===== config.mk =====
export PLATFORM = sky130hd
export DESIGN_NAME = sha256_block_loader
export DESIGN_NICKNAME = d
export VERILOG_FILES = /design/src/rtl/sha256_pkg.sv /design/src/rtl/sha256_pad_insert.sv /design/src/rtl/sha256_block_loader.sv
export SDC_FILE = /design/constraint.sdc
export NUM_CORES = 2
export LEC_CHECK = 0
export ABC_AREA = 0
export CORE_MARGIN = 3
export CORE_UTILIZATION = 28
export DETAILED_ROUTE_END_ITERATION = 8
export PLACE_DENSITY = 0.44
export SLEW_MARGIN = 20
export SYNTH_ARGS = -nofsm -noshare
export SYNTH_HDL_FRONTEND = slang
export SYNTH_HIERARCHICAL = 1
export SYNTH_SLANG_ARGS = --single-unit

===== constraint.sdc =====
create_clock -name clk -period 5.13 [get_ports clk]
set_clock_uncertainty 0.1 [all_clocks]
set_input_delay 0.513 -clock clk [delete_from_list [all_inputs] [get_ports clk]]
set_output_delay 0.513 -clock clk [all_outputs]
set_load 0.02 [all_outputs]

===== src/rtl/sha256_pkg.sv =====
// Shared constants and types for the SHA-256 block loader.
//   BLOCK_BITS     : width of one message block
//   LEN_FIELD_BITS : width of the trailing bit-length field
//   PAD_BYTE       : the single '1' bit that opens the padding
//   state_e        : loader FSM states
//   pad_mode_e     : what the pad inserter should build
package sha256_pkg;

  localparam int unsigned BLOCK_BITS     = 512;
  localparam int unsigned BLOCK_BYTES    = BLOCK_BITS / 8;
  localparam int unsigned LEN_FIELD_BITS = 64;
  localparam logic [7:0]  PAD_BYTE       = 8'h80;

  typedef enum logic [1:0] {
    FILL = 2'd0,
    SEND = 2'd1,
    PAD  = 2'd2
  } state_e;

  typedef enum logic [1:0] {
    PM_RAW   = 2'd0,  // full 64-byte block, no padding
    PM_LAST  = 2'd1,  // message tail: 0x80 at n, zeros, length if n <= 55
    PM_TRAIL = 2'd2   // trailer block: optional 0x80 at byte 0, zeros, length
  } pad_mode_e;

endpackage


===== src/rtl/sha256_pad_insert.sv =====
// Combinational pad inserter: turns a byte buffer, fill level and bit length
// into a 512-bit big-endian block (bit 0 = MSB of byte 0).
//   buf_i    : buffer contents, byte k at bits [8k +: 8]
//   n_i      : bytes of message in the buffer (0..64)
//   bitlen_i : message length in bits for the length field
//   mode_i   : PM_RAW / PM_LAST / PM_TRAIL
//   block_o  : resulting block
module sha256_pad_insert
  import sha256_pkg::*;
(
  input  logic [0:BLOCK_BITS-1]     buf_i,
  input  logic [6:0]                n_i,
  input  logic [LEN_FIELD_BITS-1:0] bitlen_i,
  input  pad_mode_e                 mode_i,
  output logic [0:BLOCK_BITS-1]     block_o
);

  always_comb begin
    block_o = '0;
    case (mode_i)
      PM_RAW: block_o = buf_i;
      PM_LAST: begin
        for (int unsigned k = 0; k < BLOCK_BYTES; k++) begin
          if (k < 32'(n_i)) begin
            block_o[8*k +: 8] = buf_i[8*k +: 8];
          end else if (k == 32'(n_i)) begin
            block_o[8*k +: 8] = PAD_BYTE;
          end
        end
        // Length only fits when at least 8 bytes remain after the 0x80.
        if (n_i <= 7'd55) begin
          block_o[BLOCK_BITS-LEN_FIELD_BITS +: LEN_FIELD_BITS] = bitlen_i;
        end
      end
      PM_TRAIL: begin
        // n = 64 means the message filled its last block, so the 0x80 lands here.
        if (n_i == 7'd64) begin
          block_o[0 +: 8] = PAD_BYTE;
        end
        block_o[BLOCK_BITS-LEN_FIELD_BITS +: LEN_FIELD_BITS] = bitlen_i;
      end
      default: block_o = '0;
    endcase
  end

endmodule


===== src/rtl/sha256_block_loader.sv =====
// SHA-256 message block loader: collects bytes into 64-byte blocks, applies
// SHA-256 padding and length, and hands blocks to a hash core.
//   clk, rst          : clock (rising edge), asynchronous active-low reset
//   byte_in/_valid/_last, byte_ready      : byte input handshake
//   block_out/_valid/_first/_final, block_ready : block output handshake
//   len_ovf           : sticky length-overflow flag (only with
//                       SHA256_LOADER_OVF_EN defined; counter saturates)
// Without SHA256_LOADER_OVF_EN the byte counter wraps modulo 2^LEN_W.
module sha256_block_loader
  import sha256_pkg::*;
#(
  parameter int unsigned LEN_W = 16
) (
  input  logic                  clk,
  input  logic                  rst,
  input  logic [7:0]            byte_in,
  input  logic                  byte_valid,
  input  logic                  byte_last,
  output logic                  byte_ready,
  output logic [0:BLOCK_BITS-1] block_out,
  output logic                  block_valid,
  input  logic                  block_ready,
  output logic                  block_first,
  output logic                  block_final
`ifdef SHA256_LOADER_OVF_EN
  ,
  output logic                  len_ovf
`endif
);

  state_e                    state_q, state_d;
  logic [0:BLOCK_BITS-1]     buf_q, buf_d, buf_wr;
  logic [5:0]                idx_q, idx_d;
  logic [LEN_W-1:0]          cnt_q, cnt_d, cnt_inc;
  logic [0:BLOCK_BITS-1]     blk_q, blk_d;
  logic                      first_q, first_d;
  logic                      final_q, final_d;
  logic                      pend_q, pend_d;   // trailer block still owed
  logic                      full_q, full_d;   // trailer must carry the 0x80
  logic                      en_q;             // byte_ready gate after reset
  logic                      xfer, hshake;

  logic [6:0]                pad_n;
  logic [LEN_FIELD_BITS-1:0] pad_len;
  pad_mode_e                 pad_mode;
  logic [0:BLOCK_BITS-1]     pad_blk;

  function automatic logic [LEN_FIELD_BITS-1:0] bit_len(input logic [LEN_W-1:0] c);
    return LEN_FIELD_BITS'({c, 3'b000});
  endfunction

`ifdef SHA256_LOADER_OVF_EN
  logic ovf_q, ovf_d;
  assign cnt_inc = (&cnt_q) ? cnt_q : cnt_q + LEN_W'(1);
  assign len_ovf = ovf_q;
`else
  assign cnt_inc = cnt_q + LEN_W'(1);
`endif

  assign xfer   = byte_valid && byte_ready;
  assign hshake = block_valid && block_ready;

  // State register
  always_ff @(posedge clk or negedge rst) begin
    if (!rst) begin
      state_q <= FILL;
    end else begin
      state_q <= state_d;
    end
  end

  // Next-state logic
  always_comb begin
    state_d = state_q;
    case (state_q)
      FILL:    if (xfer && (byte_last || idx_q == 6'd63)) state_d = SEND;
      SEND:    if (hshake) state_d = pend_q ? PAD : FILL;
      PAD:     state_d = SEND;
      default: state_d = FILL;
    endcase
  end

  // Output logic
  always_comb begin
    byte_ready  = (state_q == FILL) && en_q;
    block_valid = (state_q == SEND);
    block_out   = blk_q;
    block_first = first_q;
    block_final = final_q;
  end

  always_comb begin
    buf_wr = buf_q;
    buf_wr[{idx_q, 3'b000} +: 8] = byte_in;
  end

  // Pad inserter inputs kept in their own process so the block path through
  // the sub-module is not a loop within one combinational block.
  always_comb begin
    if (state_q == PAD) begin
      pad_mode = PM_TRAIL;
      pad_n    = full_q ? 7'd64 : 7'd0;
      pad_len  = bit_len(cnt_q);
    end else begin
      pad_mode = byte_last ? PM_LAST : PM_RAW;
      pad_n    = {1'b0, idx_q} + 7'd1;
      pad_len  = bit_len(cnt_inc);
    end
  end

  sha256_pad_insert u_pad (
    .buf_i    (buf_wr),
    .n_i      (pad_n),
    .bitlen_i (pad_len),
    .mode_i   (pad_mode),
    .block_o  (pad_blk)
  );

  always_comb begin
    buf_d   = buf_q;
    idx_d   = idx_q;
    cnt_d   = cnt_q;
    blk_d   = blk_q;
    first_d = first_q;
    final_d = final_q;
    pend_d  = pend_q;
    full_d  = full_q;
`ifdef SHA256_LOADER_OVF_EN
    ovf_d   = ovf_q;
`endif
    case (state_q)
      FILL: begin
        if (xfer) begin
          cnt_d = cnt_inc;
          buf_d = buf_wr;
`ifdef SHA256_LOADER_OVF_EN
          if (cnt_q == '0) ovf_d = 1'b0;
          if (&cnt_q)      ovf_d = 1'b1;
`endif
          if (byte_last) begin
            blk_d   = pad_blk;
            final_d = (pad_n <= 7'd55);
            pend_d  = (pad_n > 7'd55);
            full_d  = (pad_n == 7'd64);
          end else if (idx_q == 6'd63) begin
            blk_d   = pad_blk;
            final_d = 1'b0;
          end else begin
            idx_d = idx_q + 6'd1;
          end
        end
      end
      SEND: begin
        if (hshake) begin
          first_d = final_q;
          if (!pend_q) begin
            buf_d = '0;
            idx_d = '0;
            if (final_q) cnt_d = '0;
          end
        end
      end
      PAD: begin
        blk_d   = pad_blk;
        final_d = 1'b1;
        pend_d  = 1'b0;
        full_d  = 1'b0;
        buf_d   = '0;
        idx_d   = '0;
      end
      default: ;
    endcase
  end

  always_ff @(posedge clk or negedge rst) begin
    if (!rst) begin
      buf_q   <= '0;
      idx_q   <= '0;
      cnt_q   <= '0;
      blk_q   <= '0;
      first_q <= 1'b1;
      final_q <= 1'b0;
      pend_q  <= 1'b0;
      full_q  <= 1'b0;
      en_q    <= 1'b0;
`ifdef SHA256_LOADER_OVF_EN
      ovf_q   <= 1'b0;
`endif
    end else begin
      buf_q   <= buf_d;
      idx_q   <= idx_d;
      cnt_q   <= cnt_d;
      blk_q   <= blk_d;
      first_q <= first_d;
      final_q <= final_d;
      pend_q  <= pend_d;
      full_q  <= full_d;
      en_q    <= 1'b1;
`ifdef SHA256_LOADER_OVF_EN
      ovf_q   <= ovf_d;
`endif
    end
  end

endmodule


==> summary by stage <==
Floorplan
The effective utilization at floorplan is roughly 28%. The standard cell core area is 193,000 sq um. In this run the core area contains 161 standard-cell rows. The die covers between 200,000 and 250,000 sq um. The number of placed I/O pins is about 530. The horizontal die dimension is 448 um. From bottom edge to top edge, the die measures around 450 um.

Route
For this block, wires on met1 add up to ~96,000 um. The final layout contains routed wiring with a total length of 214,000 um. The number of remaining DRC errors is 0. In the final routed layout, each cell accounts on average for 24.5 um. The number of vias in the routed layout is 45,553. Once detail routing completed, the nets flagged for antenna violations numbered 0.

The first detailed-routing pass took 6 iterations. The number of design-rule violations left by the first detailed-router iteration is 3,403. The uppermost signal routing layer after detailed routing is met5.

The routed wire length on met3 is 9520 um. After detailed routing, the number of vias per cell comes to 5.20. Detailed routing placed a total of 102,000 um of wire on met2.

Power and ir drop
The areal power density over the cells is 726 nW/um^2. The power share of the sequential group is a little under a third. The combinational group share of total power is roughly half. The clock network fraction of total power is 20.3%. Internal power comes to 28.3 mW. Across the VDD grid, the largest voltage drop is 0.589 mV. Net switching is 42.3% of the power.

The leakage power figure is 28.3 nW. The reported net switching power is 20.7 mW.

Synth
Multiplexer cells account for 10.8% of the synthesized area. Counting flops with an async set or reset pin after synthesis yields a share of 100%. The library cell occupying the most area in the post-synthesis netlist is dfrtp_1. By count the netlist is led by nand2_1, dfrtp_1, o21ai_0, mux2_2, o31a_1. Summed over its instances, the top area cell type makes up 48.1% of the synthesized netlist area. Summing the areas of all xor and xnor instances in the mapped netlist gives 0.288% of the synthesized area. Ranked by total cell area, the synthesized netlist is headed by dfrtp_1, mux2_2, nand2_1. The fraction of the mapped netlist area in adder cells is less than 1%. Summing every instance area after synthesis gives 54,700 sq um. The most instantiated library cell after synthesis is nand2_1.

Each instance of the synthesized netlist takes up on average ~9.6 sq um. The most used flip-flop cell after synthesis is dfrtp_1. For this run, the number of Yosys warnings is 6. For this run, the register share of the synthesized area comes to 48.1%.

The distinct cell type count of the synthesized netlist is 89. The number of register bits inferred by synthesis is 1,053. The number of instances in the synthesized netlist is 5,727. The number of flops mapped to enable cells by yosys is 0.

The combinational family with the most area after synthesis is compound AO/OA/AOI/OAI gates. The simple-gate area share of the yosys netlist is 16.3%. The area fraction in compound gates after synthesis is 20.5%.

STA
Setup total negative slack on the finished layout was measured at 0 ps. Setup repair after global routing left no endpoint under its margin. Setup violations remaining at the end of the flow were counted as 0. The final hold violation count was 0. Dividing the final minimum period by the clock period gives between 80% and 90%. In the post-route analysis, the smallest setup slack over all paths is about 650 ps. The slew at the pin closest to its max-slew limit is 1130 ps. For this run, the top clock speed supported by timing is around 220 MHz.

The clock period minus worst slack is 4480 ps. The number of pins exceeding their max-slew limit in the final report is 0. The worst slew margin relative to its limit is 24.7%.

Min path
The classification of the worst-slack hold path is input pin to async pin.

Clock tree
In this run the deepest clock path goes through 3 buffers. The root buffer cell is clkbuf_16. In this run, CTS created clock tree buffers numbering 137. Once the clock tree was built, the setup fixing pass inserted 0 buffers. The post-CTS resize count is 0. The number of H-tree levels is 4.

After clock tree synthesis, the clock-pin slew on the worst setup and hold paths is around 70 ps. The number of hold buffers added after CTS is 1. The clock net in this run drives a total of roughly 1,100 sinks. TritonCTS built the clock tree. The clock reaches the later pin of the worst-skew pair after 810 ps.

Worst setup path
The critical path goes through ha_1 > and3_1 > nand3_1 > o21ai_2 > buf_4 > nor2b_2 > a21oi_1 > a21boi_2 > a32o_1 > mux2_2. The kind of start point of the critical path is a flop. Among cell families on the critical path, the largest total delay comes from compound AO/OA/AOI/OAI gates.

The classification of the worst setup path is flop to flop. The data required time of the critical path is 5760 ps. Counting both buffers and inverters, the worst setup path holds a total of 1. The worst-path maximum fanout is 16. The data arrival time of the critical path is 5110 ps. The cell type of the slowest stage on the worst timing path is a21oi_1. The kind of end point of the critical path is a flop.

On the worst path, the slowest cell contributes a delay of roughly 850 ps.

Global route
The initial antenna violation count is 12. Summed over all layers, the global routing overflow is 0. The aggregate global-route resource usage is 21.0%. The via count of the first global-routing pass came to 43,713. The global-route wire length before repair is about 310,000 um. Entering global routing, the biggest net connects 115 pins.

Final layout
The area growth from synthesis to layout is 23.2%. Cells with a size suffix above 1 make up roughly 15% of the layout. In the final design database the tool counted 6,151 nets.

Placed design
At the end of routability-driven placement, the weighted congestion stood at 0.853. The sum of net half-perimeters after detailed placement is 151,000 um. The number of I/O port buffers is approximately 530.

The setup slack after placement is about 750 ps.

Outcome
The flow ran to the end, and the final reports show no timing, DRC or antenna violations.

Job
The number of max-cap violations is 0.
## metrics by stage
stage	total power, mW	hold slack [ps]	area, sq um	util [%]	cells
finish	49.0	292	67500	34.9	8766
global route	52.5	331	67500	34.9	8764
floorplan	29.3	117	54900	-	5778
detailed placement	39.4	360	62800	32.5	8513
CTS	49.7	306	67400	34.9	8760
global placement	39.0	350	62800	32.5	8513
## registers in the layout (all words and copies together), names as in the netlist
register / count
buf_q: 512
pend_q: 1
block_first: 1
cnt_q: 16
en_q: 1
full_q: 1
state_q: 2
block_final: 1
block_out: 512
idx_q: 6
## per-layer routing
metal	track usage, %	vias up
li1	-	21135
met2	34.5	1097
met3	3.13	259
met5	0	-
met4	6.88	2
met1	28.2	23060
## layout by cell type, fill, tap and decap left out, types with 7 or more instances in the layout
| cell type | n |
|---|---|
| buf_12 | 33 |
| bufinv_16 | 7 |
| buf_2 | 7 |
| o21ai_0 | 696 |
| nor3_1 | 16 |
| a21oi_1 | 69 |
| o31a_1 | 409 |
| o221ai_1 | 98 |
| a21o_1 | 7 |
| nand2b_1 | 14 |
| o21a_1 | 14 |
| and3_1 | 10 |
| nor2_1 | 74 |
| dfrtp_1 | 1052 |
| clkbuf_1 | 35 |
| nor2b_1 | 37 |
| nand2_1 | 1259 |
| nor3b_1 | 8 |
| xor2_1 | 12 |
| clkdlybuf4s50_1 | 520 |
| or3_1 | 7 |
| a32o_1 | 13 |
| clkbuf_16 | 142 |
| and2_1 | 368 |
| inv_1 | 11 |
| ha_1 | 9 |
| clkinv_2 | 16 |
| mux2i_1 | 11 |
| o21ai_1 | 282 |
| nand3_1 | 42 |
| mux2_2 | 497 |
| clkbuf_8 | 33 |
| mux2_1 | 16 |
| buf_4 | 90 |
| or2_2 | 29 |
| a22o_1 | 69 |
| o31ai_1 | 17 |
| conb_1 | 53 |
## power by group through the flow
stage	registers, mW	logic (mW)	clock network (mW)
3_5_place_dp	15.2	24.3	0
2_1_floorplan	16.2	13.1	0
5_1_grt	15.4	26.5	10.6
6_report	14.9	24.1	9.95
4_1_cts	15.0	24.3	10.3
3_3_place_gp	15.1	23.9	0
## final timing paths
kind	from	endpoint	slack (ps)	cells past startpoint
worst max-delay path	idx_q[1]	block_out[424]	650	10
worst min-delay path	rst	block_out[403]	290	2
min in group clk	block_first	block_first	370	2
worst min register to register	block_first	block_first	370	2
max in group asynchronous	rst	buf_q[143]	3350	3
worst max register to register	idx_q[1]	block_out[424]	650	10
## cell type report
type	count	area, sq um
fillers	19654	126000
flip-flops and latches	1053	26400
repair buffers	652	6600
clock buffers	210	4140
multi-input cells	4271	26600
clock inverters	36	504
inverters	12	45.0
well taps	2526	3160
diodes	6	15.0
## kinds of logic after synthesis
logic type                 Yosys count
DFF                               1053
adders and majority gates           11
buffers and inverters              454
muxes                              524
AOI/OAI and AO/OA                 1731
and+or+nand+nor                   1934
other                                2
xor gates and xnor gates            18
(Power assumes the default switching activity.)
